$ cat config.mk
export PLATFORM = sky130hd
export DESIGN_NAME = add_cla_pipe
export DESIGN_NICKNAME = d
export VERILOG_FILES = /design/src/rtl/add_cla_pipe.sv
export SDC_FILE = /design/constraint.sdc
export NUM_CORES = 1
export LEC_CHECK = 0
export ABC_AREA = 1
export CELL_PAD_IN_SITES_DETAIL_PLACEMENT = 1
export CELL_PAD_IN_SITES_GLOBAL_PLACEMENT = 1
export CORE_UTILIZATION = 40
export DETAILED_ROUTE_END_ITERATION = 8
export HOLD_SLACK_MARGIN = 0.05
export PLACE_DENSITY_LB_ADDON = 0.1
export SLEW_MARGIN = 25
export SYNTH_ARGS = -nofsm -noshare
export SYNTH_HDL_FRONTEND = slang
export SYNTH_SLANG_ARGS = --single-unit
$ cat constraint.sdc
create_clock -name clk -period 5.6 [get_ports clk]
set_input_delay 1.12 -clock clk [delete_from_list [all_inputs] [get_ports clk]]
set_output_delay 1.12 -clock clk [all_outputs]
set_load 0.1 [all_outputs]
$ cat src/rtl/add_cla_pipe.sv
// Two-stage pipelined carry-lookahead adder/subtractor built from 4-bit groups.
// Stage 1 registers the group propagate/generate terms; stage 2 resolves the carries and registers the result and flags.
module add_cla_pipe #(
  parameter int WIDTH = 32
) (
  input  logic             clk,
  input  logic             rst,
  input  logic             in_valid,
  output logic             in_ready,
  input  logic [WIDTH-1:0] a,
  input  logic [WIDTH-1:0] b,
  input  logic [1:0]       op,
  input  logic             cin,
  output logic             out_valid,
  input  logic             out_ready,
  output logic [WIDTH-1:0] s,
  output logic             cout,
  output logic             ovf,
  output logic             zero
);

  localparam int NG = WIDTH / 4;

  logic             s1_valid;
  logic             s1_adv;
  logic             s2_adv;

  logic [WIDTH-1:0] bx_d;
  logic             c0_d;
  logic [WIDTH-1:0] p_d;
  logic [WIDTH-1:0] g_d;
  logic [NG-1:0]    gp_d;
  logic [NG-1:0]    gg_d;

  logic [WIDTH-1:0] a_q;
  logic [WIDTH-1:0] bx_q;
  logic             c0_q;
  logic [WIDTH-1:0] p_q;
  logic [NG-1:0]    gp_q;
  logic [NG-1:0]    gg_q;

  logic [WIDTH-1:0] g_q;
  logic [NG:0]      gc;
  logic [WIDTH-1:0] c;
  logic [WIDTH-1:0] sum_d;
  logic             ovf_d;

  assign s2_adv   = !out_valid || out_ready;
  assign s1_adv   = !s1_valid || s2_adv;
  assign in_ready = s1_adv;

  // Operand conditioning and per-group propagate/generate.
  always_comb begin
    bx_d = op[1] ? ~b : b;
    case (op)
      2'b00:   c0_d = 1'b0;
      2'b10:   c0_d = 1'b1;
      default: c0_d = cin;
    endcase
    p_d  = a ^ bx_d;
    g_d  = a & bx_d;
    gp_d = '0;
    gg_d = '0;
    for (int k = 0; k < NG; k++) begin
      gp_d[k] = &p_d[4*k +: 4];
      gg_d[k] = g_d[4*k+3]
              | (p_d[4*k+3] & g_d[4*k+2])
              | (p_d[4*k+3] & p_d[4*k+2] & g_d[4*k+1])
              | (p_d[4*k+3] & p_d[4*k+2] & p_d[4*k+1] & g_d[4*k]);
    end
  end

  // Group-level lookahead, then 4-bit lookahead inside each group from its carry-in.
  always_comb begin
    g_q   = a_q & bx_q;
    gc    = '0;
    c     = '0;
    gc[0] = c0_q;
    for (int k = 0; k < NG; k++) begin
      gc[k+1] = gg_q[k] | (gp_q[k] & gc[k]);
    end
    for (int k = 0; k < NG; k++) begin
      c[4*k]   = gc[k];
      c[4*k+1] = g_q[4*k] | (p_q[4*k] & gc[k]);
      c[4*k+2] = g_q[4*k+1]
               | (p_q[4*k+1] & g_q[4*k])
               | (p_q[4*k+1] & p_q[4*k] & gc[k]);
      c[4*k+3] = g_q[4*k+2]
               | (p_q[4*k+2] & g_q[4*k+1])
               | (p_q[4*k+2] & p_q[4*k+1] & g_q[4*k])
               | (p_q[4*k+2] & p_q[4*k+1] & p_q[4*k] & gc[k]);
    end
    sum_d = p_q ^ c;
    ovf_d = (a_q[WIDTH-1] == bx_q[WIDTH-1]) && (sum_d[WIDTH-1] != a_q[WIDTH-1]);
  end

  always_ff @(posedge clk or posedge rst) begin
    if (rst) begin
      s1_valid <= 1'b0;
      a_q      <= '0;
      bx_q     <= '0;
      c0_q     <= 1'b0;
      p_q      <= '0;
      gp_q     <= '0;
      gg_q     <= '0;
    end else if (s1_adv) begin
      s1_valid <= in_valid;
      // Data only moves on an accepted beat so idle inputs are never sampled.
      if (in_valid) begin
        a_q  <= a;
        bx_q <= bx_d;
        c0_q <= c0_d;
        p_q  <= p_d;
        gp_q <= gp_d;
        gg_q <= gg_d;
      end
    end
  end

  always_ff @(posedge clk or posedge rst) begin
    if (rst) begin
      out_valid <= 1'b0;
      s         <= '0;
      cout      <= 1'b0;
      ovf       <= 1'b0;
      zero      <= 1'b0;
    end else if (s2_adv) begin
      out_valid <= s1_valid;
      if (s1_valid) begin
        s    <= sum_d;
        cout <= gc[NG];
        ovf  <= ovf_d;
        zero <= (sum_d == '0);
      end
    end
  end

endmodule

==> run_results.csv <==
group,metric,value,unit
die,die-height,135,um
placed_design,gp_congestion,0.785,
clocking,cts_tree,"yes",
final_layout,seqCellArea,3400,um^2
global_routing,antenna_found_initial,0,
synthesis,synth_ff_type,"dfrtp_1",
final_layout,final_cell_mix,"nand2_1 (323), dfrtp_1 (136), clkdlybuf4s50_1 (106)",
routing,vias,5982,
synthesis,synth-edff-count,0,
placed_design,port_buffers,107,
sta,fin_skew,0.00526,ns
sta,rsz0062_at_grt,"false",
final_layout,areaGrowthSynthToFinish,27.7,%
setup_path,cp-end-kind,"output port",
pwr,p_per_area,506,nW/um^2
global_routing,grt_use_total,0.223,
clocking,cts-root-buf,"clkbuf_16",
final_layout,drive_gt1_frac,0.0610,
final_layout,finalNetCount,1066,
final_layout,finish.utilization,0.521,
synthesis,seq_area_frac_synth,0.483,
synthesis,synthArstFlopShare,1.00,
setup_path,required,4.48,ns
routing,drc_errors,0,
sta,fin_tns_setup,0,ns
global_routing,grt_use_met2,0.367,
setup_path,worst_path_most_repeated_cell,"clkdlybuf4s50_1",
pwr,power,4.54,mW
global_routing,met1_usage,0.293,
final_layout,multiInputGateArea,3200,um^2
setup_path,start_kind,"input port",
setup_path,max_stage_delay,1.16,ns
synthesis,yosys_warnings,0,
final_layout,final_common_cell,"nand2_1",
clocking,numCtsBuffers,17,
die,dieArea,18100,um^2
routing,drt-wirelength-per-cell,15.8,um
clocking,clk_pin_slew,0.06,ns
synthesis,netlist_instances,853,
global_routing,grt_first_pass_wirelength,31300,um
synthesis,yosys.area.top_type,"dfrtp_1",
global_routing,grtUsageMet3,0.0432,
sta,period_minus_slack,4.02,ns
routing,antenna_left,0,
final_layout,diodes,0,
pwr,ir_drop,0.399,mV
setup_path,crit_arrival,2.90,ns
min_path,hold_path.class,"flip-flop to flip-flop",
global_routing,grt_busiest_layer,"met2",
routing,wirelength,18900,um
clocking,cts_resized,0,
clocking,ctsHoldBuffers,0,
sta,tightest_slew,1.04,ns
sta,setup_viol,0,
synthesis,netlist_top_cells_area,"dfrtp_1 (48%), nand2_1 (17%), ha_1 (7.1%)",
sta,relSlewSlack,0.304,
clocking,cts_setup_buffers,0,
sta,hold_viol_final,0,
setup_path,cpMaxStageDelayCell,"clkdlybuf4s50_1",
setup_path,critPathMaxFanout,3,
die,core_area,17200,um^2
routing,drtIter0Drc,231,
sta,fmax,0.248,GHz
global_routing,grt_start_max_net_pins,108,
clocking,htreeDepth,4,
clocking,worstSkewPairLatency,0.42,ns
setup_path,worstPathCellList,"clkdlybuf4s50_1 -> inv_1 -> nand3_1 -> clkdlybuf4s50_1",
synthesis,syn_nets,964,
setup_path,crit_type,"input port to output port",
global_routing,gr-total-overflow,0,
routing,drtPass1Iterations,4,
synthesis,yosysTopAreaCellShare,0.483,
synthesis,syn_area_per_cell,8.25,um^2
global_routing,grt_pass1_vias,6410,
die,num_io_pins,108,
placed_design,dp_hpwl,13700,um
synthesis,synth.distinct_cells,26,
die,start_util,0.408,
synthesis,yosys_register_bits,136,
sta,drv_slew,0,
sta,fin_crit_sh,0.719,
die,fp.dieW,135,um
clocking,numClockSinks,136,
status,status,"complete, no violations",
routing,vias_per_cell,5.01,
final_layout,fillers,2023,
die,num_rows,48,
flow_run,max-cap-violations,0,
synthesis,synthesis.area,7040,um^2
clocking,cts_buffer_depth,2,
pwr,p_leak,4.54,nW
[worst max-delay path, delay by kind of cell]
kind | cells | cell delay, ns
AND/OR/NAND/NOR | 1 | 0.12
buffers and inverters | 3 | 1.67
[per-stage QoR]
step	instance area [um^2]	std cells	worst slack (ns)	hold WS, ns
floorplan	7040	853	0.841	0.447
global placement	8320	1161	1.59	0.462
detailed placement	8320	1161	1.57	0.466
CTS	8980	1193	1.57	0.483
global route	8990	1193	1.50	0.499
finish	8990	1193	1.58	0.478
[registers in the layout, summed over array words and instances, names as in the netlist]
register and flops:
gp_q 8, zero 1, a_q 25, c0_q 1, s1_valid 1, p_q 32
s 32, out_valid 1, ovf 1, cout 1, bx_q 25, gg_q 8
[cell usage after synthesis (5+ instances only)]
master / count
nand2_1: 324
dfrtp_1: 136
inv_1: 85
o21ai_0: 62
ha_1: 40
xor2_1: 36
nor2_1: 30
nand3_1: 28
clkbuf_1: 25
a21oi_1: 14
nand2_4: 13
a31oi_1: 11
nand4_1: 8
o22ai_1: 7
o41ai_1: 6
a32oi_1: 5
[final timing paths]
| path | from | end | slack [ns] | cells past startpoint |
|---|---|---|---|---|
| max in group asynchronous | rst | gg_q[2] | 3.48 | 3 |
| hold / removal | bx_q[21] | bx_q[21] | 0.48 | 2 |
| setup / recovery | out_ready | in_ready | 1.58 | 4 |
| hold reg to reg | bx_q[21] | bx_q[21] | 0.48 | 2 |
| min in group asynchronous | rst | a_q[21] | 1.20 | 2 |
| setup reg to reg | c0_q | zero | 2.42 | 30 |
[layer usage]
layer / vias up / part of all wire
li1: 2928 / -
met1: 2896 / 0.47
met2: 126 / 0.47
met3: 32 / 0.040
met4: 0 / 0.022
met5: - / 0
[kinds of logic after synthesis]
group | share of synthesized area
adders and majority gates | 0.0711
and+or+nand+nor | 0.245
DFF | 0.483
xor gates and xnor gates | 0.0485
AOI/OAI and AO/OA | 0.0891
buffers and inverters | 0.0626
[final cells by class]
class,count,share of cell area
Clock inverter,11,0.0214
Inverter,86,0.0365
Clock buffer,21,0.0523
Multi-Input combinational cell,601,0.356
Sequential cell,136,0.379
Tap cell,225,0.0313
Timing Repair Buffer,113,0.124
[where the power goes]
group,internal [mW],switching [mW]
combinational,0.485,1.42
sequential,1.22,0.162
clock,0.826,0.425
total,2.53,2.01
Power figures use the tool's default switching activity.
